<file path="src/rtl/hazard_stall_ctrl_pkg.sv">
// Shared types and constants for the hazard/stall controller slice.
package hazard_stall_ctrl_pkg;

  // Register index width (MIPS GPR file).
  localparam int REG_W = 5;

  // Tuse / Tnew encoding: cycles until a value is needed / produced.
  localparam int T_W = 2;
  typedef logic [T_W-1:0] t_time;

  // Tuse value meaning "this source register is not read".
  localparam t_time TUSE_NONE = 2'd3;

  // Mult/div sequencer state encoding.
  typedef enum logic {
    MD_IDLE = 1'b0,
    MD_BUSY = 1'b1
  } md_state_e;

  // Default mult/div latencies (busy cycles after the start cycle).
  localparam int MULT_CYC_DEF = 5;
  localparam int DIV_CYC_DEF  = 10;

endpackage

</file>
<file path="src/rtl/hazard_stall_ctrl_md_busy_fsm.sv">
// Mult/div occupancy sequencer: IDLE/BUSY FSM plus a down-counter.
// The busy flag is combinational so the start cycle itself reads as busy.
module md_busy_fsm
  import hazard_stall_ctrl_pkg::*;
#(
  parameter int MULT_CYC = MULT_CYC_DEF,
  parameter int DIV_CYC  = DIV_CYC_DEF,
  parameter int CNT_W    = 4   // must be wide enough to hold DIV_CYC
) (
  input  logic      clk,
  input  logic      i_rst_n,
  input  logic      i_md_start,
  input  logic      i_md_is_div,
  output logic      o_md_busy,
  output md_state_e o_state
);

  md_state_e        r_state;
  logic [CNT_W-1:0] r_cnt;
  logic [CNT_W-1:0] w_load;

  assign w_load = i_md_is_div ? CNT_W'(DIV_CYC) : CNT_W'(MULT_CYC);

  // FSM and counter: a start (legal or not) always reloads; BUSY ends on the
  // edge where the counter steps from 1 to 0.
  always_ff @(posedge clk) begin
    if (!i_rst_n) begin
      r_state <= MD_IDLE;
      r_cnt   <= '0;
    end else begin
      case (r_state)
        MD_IDLE: begin
          if (i_md_start) begin
            r_state <= MD_BUSY;
            r_cnt   <= w_load;
          end
        end
        MD_BUSY: begin
          if (i_md_start) begin
            r_cnt <= w_load;
          end else if (r_cnt == CNT_W'(1)) begin
            r_state <= MD_IDLE;
            r_cnt   <= '0;
          end else begin
            r_cnt <= r_cnt - CNT_W'(1);
          end
        end
        default: begin
          r_state <= MD_IDLE;
          r_cnt   <= '0;
        end
      endcase
    end
  end

  assign o_md_busy = i_rst_n & (i_md_start | (r_state == MD_BUSY));
  assign o_state   = r_state;

endmodule

</file>
<file path="src/rtl/hazard_stall_ctrl.sv">
// Pipeline hazard and stall controller for the 5-stage MIPS core.
// Stall = D-stage data hazard against E/M producers, or an MD instruction in
// D while the mult/div unit is occupied. One stall drives stop, hold_D and
// flush_E on the same cycle.
module hazard_stall_ctrl
  import hazard_stall_ctrl_pkg::*;
#(
  parameter int MULT_CYC = MULT_CYC_DEF,
  parameter int DIV_CYC  = DIV_CYC_DEF,
  parameter int CNT_W    = 4
) (
  input  logic             clk,
  input  logic             reset,        // synchronous, active-low
  input  logic [REG_W-1:0] rs_D,
  input  logic [REG_W-1:0] rt_D,
  input  t_time            tuse_rs_D,
  input  t_time            tuse_rt_D,
  input  logic             md_use_D,
  input  logic [REG_W-1:0] dst_E,
  input  t_time            tnew_E,
  input  logic [REG_W-1:0] dst_M,
  input  t_time            tnew_M,
  input  logic             md_start_E,
  input  logic             md_is_div_E,
  output logic             stop,
  output logic             hold_D,
  output logic             flush_E,
  output logic             md_busy,
  output logic [31:0]      stall_cnt
);

  logic      w_rs_used;
  logic      w_rt_used;
  logic      w_stall_rs;
  logic      w_stall_rt;
  logic      w_stall_md;
  logic      w_stall;
  logic      w_md_busy;
  md_state_e w_md_state;
  logic [31:0] r_stall_cnt;

  md_busy_fsm #(
    .MULT_CYC (MULT_CYC),
    .DIV_CYC  (DIV_CYC),
    .CNT_W    (CNT_W)
  ) u_md_busy_fsm (
    .clk         (clk),
    .i_rst_n     (reset),
    .i_md_start  (md_start_E),
    .i_md_is_div (md_is_div_E),
    .o_md_busy   (w_md_busy),
    .o_state     (w_md_state)
  );

  // A source with Tuse == TUSE_NONE can never be less than any Tnew, but the
  // explicit gate documents that unused sources never stall.
  assign w_rs_used = (tuse_rs_D != TUSE_NONE);
  assign w_rt_used = (tuse_rt_D != TUSE_NONE);

  // Stall only when the producer is too late for forwarding (Tuse < Tnew);
  // $0 is hard-wired and never creates a dependence.
  assign w_stall_rs = w_rs_used && (rs_D != '0) &&
                      (((rs_D == dst_E) && (tuse_rs_D < tnew_E)) ||
                       ((rs_D == dst_M) && (tuse_rs_D < tnew_M)));
  assign w_stall_rt = w_rt_used && (rt_D != '0) &&
                      (((rt_D == dst_E) && (tuse_rt_D < tnew_E)) ||
                       ((rt_D == dst_M) && (tuse_rt_D < tnew_M)));
  assign w_stall_md = md_use_D && w_md_busy;

  assign w_stall = reset & (w_stall_rs | w_stall_rt | w_stall_md);

  assign stop      = w_stall;
  assign hold_D    = w_stall;
  assign flush_E   = w_stall;
  assign md_busy   = w_md_busy;
  assign stall_cnt = r_stall_cnt;

  // Performance counter: one count per stalled cycle, wraps at 2^32.
  always_ff @(posedge clk) begin
    if (!reset) begin
      r_stall_cnt <= '0;
    end else if (w_stall) begin
      r_stall_cnt <= r_stall_cnt + 32'd1;
    end
  end

  // Whenever the sequencer sits in BUSY, the unit must report busy.
  a_busy_state : assert property (@(posedge clk) disable iff (!reset)
    (w_md_state == MD_BUSY) |-> md_busy);

endmodule

</file>
<file path="config.mk">
export PLATFORM = sky130hd
export DESIGN_NAME = hazard_stall_ctrl
export DESIGN_NICKNAME = d
export VERILOG_FILES = /design/src/rtl/hazard_stall_ctrl_pkg.sv /design/src/rtl/hazard_stall_ctrl_md_busy_fsm.sv /design/src/rtl/hazard_stall_ctrl.sv
export SDC_FILE = /design/constraint.sdc
export NUM_CORES = 1
export LEC_CHECK = 0
export ABC_AREA = 1
export CAP_MARGIN = 10
export CORE_UTILIZATION = 44
export DETAILED_ROUTE_END_ITERATION = 10
export PLACE_DENSITY_LB_ADDON = 0.1
export SLEW_MARGIN = 0
export SYNTH_ARGS = -nofsm -noshare
export SYNTH_HDL_FRONTEND = slang
export SYNTH_HIERARCHICAL = 1
export SYNTH_SLANG_ARGS = --single-unit
</file>
<file path="constraint.sdc">
create_clock -name clk -period 2.6 [get_ports clk]
set_input_delay 0.78 -clock clk [delete_from_list [all_inputs] [get_ports clk]]
set_output_delay 0.78 -clock clk [all_outputs]
set_load 0.005 [all_outputs]
</file>
==> flow_summary_export.csv <==
group,metric,value,unit
critical_path,r2r_slack,740,ps
floorplan,coreArea,5570,um2
route,routed_wirelength,6270,um
clock_tree,cts_tree,"built",
synthesis,synthSimpleGateAreaFrac,0.441,
synthesis,seq_area_frac_synth,0.289,
timing,fin_ws,-43.7,ps
global_route,track_usage,0.216,
critical_path,worstPathArrival,1860,ps
clock_tree,h-tree-depth,2,
worst_hold_path,min_path_type,"reg -> reg",
critical_path,worstPathRequired,1820,ps
power_and_ir_drop,power_density,355,nW/um2
layout,nets,544,
global_route,overflow,0,
timing,fin_setup_tns,-130,ps
critical_path,crit_family,"simple AND/OR/NAND/NOR gates",
route,avgViaCountPerCell,4.82,
global_route,grt_most_used_layer,"met2",
clock_tree,clkLatencyLatePin,290,ps
critical_path,cp-start-kind,"input port",
floorplan,row_count,27,
place,placedCellCount,559,
place,gp_congestion,0.838,
global_route,use_met3,0.0372,
synthesis,syn_nets,459,
layout,drive_gt1_frac,0.218,
synthesis,yosysWarnings,6,
global_route,grt_max_degree,60,
critical_path,path_buf_inv,4,
global_route,grt_use_met1,0.257,
global_route,grt_first_pass_wirelength,10700,um
timing,finalHoldViolCount,0,
outcome,status,"finished with violations",
floorplan,die_w,78.3,um
timing,period_needed,2640,ps
floorplan,die_y,78.3,um
critical_path,crit_chain,"clkdlybuf4s15_2, nand2_1, nand2_1, inv_1, nand2_1, nor2_1, nand2_1, nand2_2, nand2_2, nand3_4, nand2_4, inv_4, buf_6",
synthesis,synth-compound-area-share,0.0952,
layout,layout.cells.non_filler,577,
clock_tree,ctsHoldBuffers,0,
synthesis,synth-seq-cells,37,
global_route,antenna_found_initial,0,
timing,slew_headroom,0.630,
global_route,use_met2,0.395,
critical_path,cp_common_cell,"nand2_1",
timing,max_freq,0.378,GHz
route,antenna_left,0,
place,dp_hpwl,4720,um
layout,syn2layout_area_growth,40.8,%
floorplan,dieArea,6140,um2
clock_tree,cts.root.buffer_cell,"clkbuf_8",
timing,rsz0062_at_grt,"true",
synthesis,synth.cell_area,2560,um2
critical_path,end_kind,"output port",
timing,clock_skew,13.7,ps
synthesis,synth.avg_cell_area,6.12,um2
floorplan,ios,69,
power_and_ir_drop,peakVddDrop,0.000185,V
critical_path,crit_type,"in -> out",
floorplan,start_util,0.460,
clock_tree,cts_made_buffers,5,
synthesis,synthMuxAreaShare,0,
timing,setup_violations,3,
route,first_pass_iters,4,
route,routedWlPerCell,10.9,um
clock_tree,clkSlewWorstSetupHoldPaths,80,ps
synthesis,synth_top_family_by_area,"simple AND/OR/NAND/NOR gates",
critical_path,crit_slowest_cell,"clkdlybuf4s15_2",
timing,finalMaxSlewViolations,0,
power_and_ir_drop,static-leakage-power,1.65,nW
synthesis,postSynthCellCount,419,
critical_path,crit_fanout,3,
route,num_vias,2784,
job,maxCapViolCount,0,
place,port_buffers,68,
clock_tree,cts_buffer_depth,2,
route,initialDrtViolationCount,118,
clock_tree,cts_sinks,37,
timing,tightest_slew,555,ps
outcome,failed_checks,"negative setup slack",
synthesis,synth-xor-area-share,0.0273,
global_route,grt_pass1_vias,2538,
synthesis,synth_fa_ha_area_frac,0.0342,
critical_path,cpPeakStageDelay,210,ps
layout,antenna_cells,0,
timing,fin_crit_sh,1.02,
place,dp_slack,-988,ps
synthesis,ys_types,28,
route,drc,0,
## per-layer routing
metal	vias to the layer above	wire (um)
met5	-	0
met4	0	60
met3	6	213
met2	49	3080
met1	1245	2920
li1	1484	-
## worst paths after layout
kind / start / end / cells past startpoint
max: dst_E[1] / hold_D / 13
min: stall_cnt[31]$_SDFFE_PN0P_ / stall_cnt[31]$_SDFFE_PN0P_ / 2
max reg2reg: stall_cnt[0]$_SDFFE_PN0P_ / stall_cnt[30]$_SDFFE_PN0P_ / 12
min reg2reg: stall_cnt[31]$_SDFFE_PN0P_ / stall_cnt[31]$_SDFFE_PN0P_ / 2
## worst reg2reg max path, stage by stage (launching register included)
cell and delay, ps:
dfxtp_1 430, ha_1 250, nand3_2 130, nor2_4 130, nand2_4 80, nor2_4 120
nand2_2 100, nor2_4 120, nand2_2 80, nor2_2 110, nand3_1 80, nand2_1 90
nor2_1 40
## stage by stage
stage / util / area, um2 / total power, mW / hold slack [ps]
floorplan: - / 2650 / 0.746 / 498
global placement: 0.615 / 3430 / 0.848 / 503
detailed placement: 0.615 / 3430 / 0.852 / 506
CTS: 0.647 / 3610 / 1.29 / 524
global route: 0.648 / 3610 / 1.35 / 546
finish: 0.648 / 3610 / 1.28 / 517
## registers in the layout, indices dropped and copies added, names as in the netlist
register and cells:
u_md_busy_fsm/r_cnt 4, u_md_busy_fsm/o_state 1, stall_cnt 32
## cell usage in the layout (no fill, tap or decap), types with 7 or more instances in the layout
cell / synthesis / routed
nor2_1: 61 / 59
nand2_2: 6 / 10
nand3_1: 37 / 37
dfxtp_1: 37 / 37
clkdlybuf4s50_1: 0 / 34
a21oi_1: 35 / 33
inv_1: 47 / 40
nand2_1: 121 / 116
nor2_2: 6 / 8
buf_4: 3 / 19
buf_6: 2 / 7
inv_2: 9 / 13
## power by group
group	switching (mW)	internal [mW]	total [mW]
logic	0.144	0.121	0.265
clock network	0.218	0.215	0.433
registers	0.00989	0.575	0.585
## synth_stat cells, drive strengths merged
master | instances | area (um2)
buf | 10 | 68.8
xor2 | 6 | 52.6
xnor2 | 2 | 17.5
nand3 | 41 | 225
nor2 | 72 | 323
clkbuf | 2 | 7.51
nor3 | 5 | 30.0
o21ai | 7 | 35.0
nand2 | 128 | 503
nand4 | 7 | 50.1
ha | 7 | 87.6
dfxtp | 37 | 741
inv | 56 | 210
clkinv | 1 | 3.75
a21oi | 38 | 209
## area by class of cell
cell class	instances	area (um2)
repair buffers	90	820
flip-flops and latches	37	741
inverters	57	236
clock buffers	6	82.6
fillers	532	1960
multi-input cells	313	1630
clock inverters	2	13.8
well taps	72	90.1
## cell families (layout without fill, tap and decap cells)
| family | Yosys count | in the layout |
|---|---|---|
| AOI/OAI and AO/OA | 45 | 45 |
| xor gates and xnor gates | 8 | 8 |
| adders and majority gates | 7 | 7 |
| DFF | 37 | 37 |
| and+or+nand+nor | 253 | 253 |
| buffers and inverters | 69 | 155 |
## what timing repair did
action	CTS	global route
setup buffers	11	0
pin swaps	25	17
cloned	0	0
endpoints found under the setup margin	36	4
gates resized for setup	108	24
Note: power is estimated with default switching activity, not from simulation.
